$ cat config.mk
export PLATFORM = sky130hd
export DESIGN_NAME = multicycle_ctrl_flat
export DESIGN_NICKNAME = d
export VERILOG_FILES = /design/src/rtl/multicycle_ctrl_if.sv /design/src/rtl/multicycle_ctrl.sv /design/src/flat_wrapper.sv
export SDC_FILE = /design/constraint.sdc
export NUM_CORES = 1
export LEC_CHECK = 0
export ABC_CLOCK_PERIOD_IN_PS = 1800
export BUFFER_PORTS_ARGS = -buffer_cell sky130_fd_sc_hd__buf_4
export CORE_MARGIN = 5
export CORE_UTILIZATION = 37
export CTS_CLUSTER_DIAMETER = 120
export DETAILED_ROUTE_END_ITERATION = 6
export PLACE_DENSITY = 0.74
export REMOVE_ABC_BUFFERS = 1
export SETUP_SLACK_MARGIN = 0.5
export SLEW_MARGIN = 30
export SYNTH_ARGS = -nofsm -noshare
export SYNTH_HDL_FRONTEND = slang
export SYNTH_SLANG_ARGS = --single-unit
$ cat constraint.sdc
create_clock -name clk -period 1.8 [get_ports clk]
set_clock_uncertainty 0.2 [all_clocks]
set_input_delay 0.36 -clock clk [delete_from_list [all_inputs] [get_ports clk]]
set_output_delay 0.36 -clock clk [all_outputs]
set_load 0.02 [all_outputs]
$ cat src/rtl/multicycle_ctrl_if.sv
// Decode inputs and control outputs of the multicycle RISC-V controller.
// The slave side is the controller; the master side is the surrounding datapath.
interface multicycle_ctrl_if;
    logic [6:0] op;
    logic [2:0] funct3;
    logic       funct7b5;
    logic       zero;
    logic       PCWrite;
    logic       AdrSrc;
    logic       IRWrite;
    logic       MemWrite;
    logic       RegWrite;
    logic [1:0] ResultSrc;
    logic [1:0] ALUSrcA;
    logic [1:0] ALUSrcB;
    logic [2:0] ALUControl;
    logic [1:0] ImmSrc;
    logic       illegal;
    logic [3:0] state;

    modport master (
        output op, funct3, funct7b5, zero,
        input  PCWrite, AdrSrc, IRWrite, MemWrite, RegWrite, ResultSrc,
               ALUSrcA, ALUSrcB, ALUControl, ImmSrc, illegal, state
    );

    modport slave (
        input  op, funct3, funct7b5, zero,
        output PCWrite, AdrSrc, IRWrite, MemWrite, RegWrite, ResultSrc,
               ALUSrcA, ALUSrcB, ALUControl, ImmSrc, illegal, state
    );
endinterface

$ cat src/rtl/multicycle_ctrl.sv
// Multicycle RISC-V control FSM (lw, sw, R-type, I-ALU, beq, jal).
// Moore state outputs plus combinational PCWrite, ALUControl, ImmSrc and illegal.
module multicycle_ctrl (
    input  logic             clk,
    input  logic             reset,
    multicycle_ctrl_if.slave bus
);
    localparam logic [3:0] S_FETCH    = 4'd0;
    localparam logic [3:0] S_DECODE   = 4'd1;
    localparam logic [3:0] S_MEMADR   = 4'd2;
    localparam logic [3:0] S_MEMREAD  = 4'd3;
    localparam logic [3:0] S_MEMWB    = 4'd4;
    localparam logic [3:0] S_MEMWRITE = 4'd5;
    localparam logic [3:0] S_EXECUTER = 4'd6;
    localparam logic [3:0] S_EXECUTEI = 4'd7;
    localparam logic [3:0] S_ALUWB    = 4'd8;
    localparam logic [3:0] S_BEQ      = 4'd9;
    localparam logic [3:0] S_JAL      = 4'd10;

    localparam logic [6:0] OP_LW  = 7'b0000011;
    localparam logic [6:0] OP_SW  = 7'b0100011;
    localparam logic [6:0] OP_R   = 7'b0110011;
    localparam logic [6:0] OP_I   = 7'b0010011;
    localparam logic [6:0] OP_BEQ = 7'b1100011;
    localparam logic [6:0] OP_JAL = 7'b1101111;

    logic [3:0] state_q, state_d;
    logic       op_known;
    logic       pc_update, branch, ir_write, mem_write, reg_write, adr_src;
    logic [1:0] result_src, alu_src_a, alu_src_b, alu_op;
    logic       illegal_raw;

    always_ff @(posedge clk or negedge reset) begin
        if (!reset) state_q <= S_FETCH;
        else        state_q <= state_d;
    end

    always_comb begin
        op_known = 1'b0;
        case (bus.op)
            OP_LW, OP_SW, OP_R, OP_I, OP_BEQ, OP_JAL: op_known = 1'b1;
            default:                                  op_known = 1'b0;
        endcase
    end

    // Unused encodings 11-15 fall through the default back to FETCH.
    always_comb begin
        state_d = S_FETCH;
        case (state_q)
            S_FETCH:  state_d = S_DECODE;
            S_DECODE: begin
                case (bus.op)
                    OP_LW, OP_SW: state_d = S_MEMADR;
                    OP_R:         state_d = S_EXECUTER;
                    OP_I:         state_d = S_EXECUTEI;
                    OP_BEQ:       state_d = S_BEQ;
                    OP_JAL:       state_d = S_JAL;
                    default:      state_d = S_FETCH;
                endcase
            end
            S_MEMADR:   state_d = bus.op[5] ? S_MEMWRITE : S_MEMREAD;
            S_MEMREAD:  state_d = S_MEMWB;
            S_EXECUTER: state_d = S_ALUWB;
            S_EXECUTEI: state_d = S_ALUWB;
            S_JAL:      state_d = S_ALUWB;
            default:    state_d = S_FETCH;
        endcase
    end

    always_comb begin
        pc_update  = 1'b0;
        branch     = 1'b0;
        ir_write   = 1'b0;
        mem_write  = 1'b0;
        reg_write  = 1'b0;
        adr_src    = 1'b0;
        result_src = 2'b00;
        alu_src_a  = 2'b00;
        alu_src_b  = 2'b00;
        alu_op     = 2'b00;
        case (state_q)
            S_FETCH: begin
                ir_write   = 1'b1;
                alu_src_b  = 2'b10;
                result_src = 2'b10;
                pc_update  = 1'b1;
            end
            S_DECODE:   begin alu_src_a = 2'b01; alu_src_b = 2'b01; end
            S_MEMADR:   begin alu_src_a = 2'b10; alu_src_b = 2'b01; end
            S_MEMREAD:  adr_src = 1'b1;
            S_MEMWB:    begin result_src = 2'b01; reg_write = 1'b1; end
            S_MEMWRITE: begin adr_src = 1'b1; mem_write = 1'b1; end
            S_EXECUTER: begin alu_src_a = 2'b10; alu_op = 2'b10; end
            S_EXECUTEI: begin alu_src_a = 2'b10; alu_src_b = 2'b01; alu_op = 2'b10; end
            S_ALUWB:    reg_write = 1'b1;
            S_BEQ:      begin alu_src_a = 2'b10; alu_op = 2'b01; branch = 1'b1; end
            S_JAL:      begin alu_src_a = 2'b01; alu_src_b = 2'b10; pc_update = 1'b1; end
            default:    ;
        endcase

        illegal_raw = (state_q == S_DECODE) && !op_known;

        bus.ALUControl = 3'b000;
        case (alu_op)
            2'b01: bus.ALUControl = 3'b001;
            2'b10: begin
                case (bus.funct3)
                    3'b000:  bus.ALUControl = (bus.op[5] && bus.funct7b5) ? 3'b001 : 3'b000;
                    3'b010:  bus.ALUControl = 3'b101;
                    3'b110:  bus.ALUControl = 3'b011;
                    3'b111:  bus.ALUControl = 3'b010;
                    default: bus.ALUControl = 3'b000;
                endcase
            end
            default: bus.ALUControl = 3'b000;
        endcase

        case (bus.op)
            OP_SW:   bus.ImmSrc = 2'b01;
            OP_BEQ:  bus.ImmSrc = 2'b10;
            OP_JAL:  bus.ImmSrc = 2'b11;
            default: bus.ImmSrc = 2'b00;
        endcase

        // Strobes are masked while reset is low; the state register already reads FETCH.
        bus.PCWrite   = reset & (pc_update | (branch & bus.zero));
        bus.IRWrite   = reset & ir_write;
        bus.RegWrite  = reset & reg_write;
        bus.MemWrite  = reset & mem_write;
        bus.illegal   = reset & illegal_raw;
        bus.AdrSrc    = adr_src;
        bus.ResultSrc = result_src;
        bus.ALUSrcA   = alu_src_a;
        bus.ALUSrcB   = alu_src_b;
        bus.state     = state_q;
    end
endmodule

$ cat src/flat_wrapper.sv
// flat-port wrapper written by rule: the top's interface ports become plain ports
module multicycle_ctrl_flat 
  (clk, reset, bus_op, bus_funct3, bus_funct7b5, bus_zero, bus_PCWrite, bus_AdrSrc, bus_IRWrite, bus_MemWrite, bus_RegWrite, bus_ResultSrc, bus_ALUSrcA, bus_ALUSrcB, bus_ALUControl, bus_ImmSrc, bus_illegal, bus_state);
  multicycle_ctrl_if bus_i ();
  input  logic clk;
  input  logic reset;
  input wire logic [$bits(bus_i.op)-1:0] bus_op;
  input wire logic [$bits(bus_i.funct3)-1:0] bus_funct3;
  input wire logic [$bits(bus_i.funct7b5)-1:0] bus_funct7b5;
  input wire logic [$bits(bus_i.zero)-1:0] bus_zero;
  output wire logic [$bits(bus_i.PCWrite)-1:0] bus_PCWrite;
  output wire logic [$bits(bus_i.AdrSrc)-1:0] bus_AdrSrc;
  output wire logic [$bits(bus_i.IRWrite)-1:0] bus_IRWrite;
  output wire logic [$bits(bus_i.MemWrite)-1:0] bus_MemWrite;
  output wire logic [$bits(bus_i.RegWrite)-1:0] bus_RegWrite;
  output wire logic [$bits(bus_i.ResultSrc)-1:0] bus_ResultSrc;
  output wire logic [$bits(bus_i.ALUSrcA)-1:0] bus_ALUSrcA;
  output wire logic [$bits(bus_i.ALUSrcB)-1:0] bus_ALUSrcB;
  output wire logic [$bits(bus_i.ALUControl)-1:0] bus_ALUControl;
  output wire logic [$bits(bus_i.ImmSrc)-1:0] bus_ImmSrc;
  output wire logic [$bits(bus_i.illegal)-1:0] bus_illegal;
  output wire logic [$bits(bus_i.state)-1:0] bus_state;
  assign bus_i.op = bus_op;
  assign bus_i.funct3 = bus_funct3;
  assign bus_i.funct7b5 = bus_funct7b5;
  assign bus_i.zero = bus_zero;
  assign bus_PCWrite = bus_i.PCWrite;
  assign bus_AdrSrc = bus_i.AdrSrc;
  assign bus_IRWrite = bus_i.IRWrite;
  assign bus_MemWrite = bus_i.MemWrite;
  assign bus_RegWrite = bus_i.RegWrite;
  assign bus_ResultSrc = bus_i.ResultSrc;
  assign bus_ALUSrcA = bus_i.ALUSrcA;
  assign bus_ALUSrcB = bus_i.ALUSrcB;
  assign bus_ALUControl = bus_i.ALUControl;
  assign bus_ImmSrc = bus_i.ImmSrc;
  assign bus_illegal = bus_i.illegal;
  assign bus_state = bus_i.state;
  multicycle_ctrl u_core (.clk(clk), .reset(reset), .bus(bus_i));
endmodule
==> impl_metrics.ini <==
[floorplan]
start_util_pct = 37.76
die_y_um = 48.75
die_w_um = 48.75
core.rowCount = 14
ios = 35
coreArea_sq_um = 1471
die-area_sq_um = 2377

[placement]
gp_congestion = 0.7829
dp_hpwl_um = 1401
io_buffers = 34
pre_cts_ws_ns = -0.1984

[synth]
synth_common_cells = nand2_1 (7), nor2_1 (6), nor2b_1 (6)
synth_area_leaders = dfrtp_1 (18%), nor2b_1 (6.8%), nand2_1 (4.7%)
syn_area_sq_um = 555.5
yosysUniqueCellTypes = 33
synth.yosys.seq_area_share_pct = 18.02
ys_seq_elements = 4
synth.top_cell.area_share_pct = 18.02
yosys_warnings = 0
synth_most_common_cell = nand2_1
avgSynthCellArea_sq_um = 7.407
synth_edf_count = 0
synthArstFlopShare_pct = 100.0
synth_cells = 75
synthFlopType = dfrtp_1
synth_top_area_cell = dfrtp_1

[global_routing]
track_usage_pct = 19.14
grt_max_degree = 12
grt_pass1_vias = 775
grt_overflow = 0
antenna_found_initial = 0
grt_pass1_wl_um = 3698

[timing]
max_freq_mhz = 445.0
layout_setup_ws_ns = -0.4470
maxSlewViolCount = 0
setup_violations = 17
timing_hold_violations_final = 0
fin_crit_sh_pct = 124.8
rsz0062_at_grt = yes
tns_ns = -4.920
period_needed_ns = 2.247
worstMarginPinSlew_ns = 0.2553
slew_headroom_pct = 82.91

[power_and_ir_drop]
clockPowerShare_pct = 9.6
power_density_nw_per_um2 = 895.8
p_int_w = 0.0006751
swShare_pct = 42.69
p_seq_share_pct = 10.5
p_leak_nw = 0.6038
max-vdd-ir-drop_uv = 741.5
comb_power_share_pct = 79.9
p_sw_w = 0.0005030

[cts]
cts-htree-levels = 1
cts_buffers = 3
cts_tree = built
cts-root-buf = clkbuf_4
clkSinkCount = 4
insertion_delay_ns = 0.23
path_clk_slew_ns = 0.04
clk_path_buf_depth = 2

[detailed_routing]
drtPass1Iterations = 4
post-route-drc-count = 0
initialDrtViolationCount = 51
post_drt_wl_per_cell_um = 20.97
vias = 845
via_per_inst = 5.868
drtAntennaViolNets = 0
wirelength_um = 3020

[worst_setup_path]
worstSetupEndpointType = primary output
worstPathRequired_ns = 1.24
arrival_ns = 1.69
worstSetupStartpointType = flop
path_class = reg2out
crit_path_max_fanout = 4

[min_path]
hold_class = in2reg

[outcome]
status = finished with violations
violations = negative setup slack

[job]
cap_violations = 0

[finish]
nets = 146
largest_reg_flops = 4
drive_above_1_share_pct = 71.88
antennaDiodeCount = 0
syn_to_final_growth_pct = 136.7
## power by group through the flow
stage / clock network (W) / registers, W / logic [W]
after floorplan: 0 / 0.000157 / 0.000274
after global placement: 0 / 0.000115 / 0.000606
after detailed placement: 0 / 0.000115 / 0.000615
after CTS: 0.000110 / 0.000117 / 0.000767
after global routing: 0.000124 / 0.000125 / 0.000978
final: 0.000113 / 0.000124 / 0.000941
## worst max-delay path, stage by stage, from the launching register on
cell     delay (ns)
dfrtp_1        0.42
buf_4          0.19
or2_2          0.30
nor3_2         0.21
o21a_1         0.20
buf_4          0.14
## cell families after synthesis
family | after synthesis | synth area share (%)
AND/OR/NAND/NOR | 41 | 45.95
adder cells (fa/ha/maj) | 2 | 4.504
buffers and inverters | 9 | 6.532
XOR/XNOR | 3 | 4.731
multiplexers | 1 | 2.027
AO/OA/AOI/OAI | 15 | 18.24
flip-flops | 4 | 18.02
## layer usage
layer,track usage [%],vias up,part of all wire [%]
met1,21.23,400,37
met4,4.933,0,2.5
met3,5.215,10,8.0
li1,-,375,-
met2,35.22,60,52
met5,0,-,0
## cell type report
class	instances	area, sq um
multi-input combinational	62	640.6
timing repair buffer	54	510.5
clock buffer	3	22.52
inverter	5	18.77
tap	16	20.02
sequential	4	102.6
fill	61	156.4
## final timing paths
check	to	slack, ns	cells after the start	from
min	u_core.bus.state[0]$_DFF_PN0_	0.24	3	bus_op[3]
min reg2reg	u_core.bus.state[2]$_DFF_PN0_	0.56	2	u_core.bus.state[2]$_DFF_PN0_
min in group asynchronous	u_core.bus.state[3]$_DFF_PN0_	0.37	2	reset
max in group asynchronous	u_core.bus.state[1]$_DFF_PN0_	0.83	2	reset
max reg2reg	u_core.bus.state[2]$_DFF_PN0_	-0.35	7	u_core.bus.state[1]$_DFF_PN0_
max	bus_PCWrite	-0.45	5	u_core.bus.state[2]$_DFF_PN0_
## per-stage QoR
step | cell area [sq um] | util, % | hold slack (ns) | std cells | total power, W
detailed placement | 888.4 | 60.37 | -0.02152 | 131 | 0.0007302
global route | 1315 | 89.37 | 0.2349 | 144 | 0.001227
floorplan | 538.0 | - | -0.1356 | 71 | 0.0004305
finish | 1315 | 89.37 | 0.2394 | 144 | 0.001178
global placement | 888.4 | 60.37 | -0.02307 | 131 | 0.0007203
CTS | 1144 | 77.72 | 0.2285 | 140 | 0.0009939
## layout by cell type (no fill, tap or decap), drive strengths merged
cell type | Yosys | routed
clkbuf | 2 | 3
o32ai | 1 | 1
nor3b | 3 | 3
nand2 | 7 | 7
a22o | 1 | 1
and3 | 3 | 3
o21ai | 3 | 3
dfrtp | 4 | 4
and3b | 1 | 1
a2bb2oi | 1 | 1
nand3b | 1 | 1
nor2 | 6 | 6
xor2 | 2 | 2
or4b | 1 | 1
nor4b | 1 | 1
o22ai | 2 | 2
a32o | 1 | 1
and2 | 3 | 3
o21a | 2 | 2
nor4 | 2 | 2
nor3 | 2 | 2
xnor2 | 1 | 1
mux2 | 1 | 1
nand4bb | 1 | 1
dlygate4sd3 | 0 | 1
ha | 2 | 2
nand4 | 1 | 1
nor2b | 6 | 6
buf | 2 | 53
a21oi | 3 | 3
inv | 5 | 5
nand2b | 2 | 2
or2 | 1 | 1
o21bai | 1 | 1
## repair_timing
item                                   in CTS  in global routing
buffers inserted                            5                  4
pin swaps                                  14                  7
hold buffers                                1                  0
gates resized for setup                    47                 28
setup endpoints to repair                  25                 25
endpoints found under the hold margin       4                  0
cloned                                      0                  0
No activity file was read; power rests on OpenSTA's default activity.
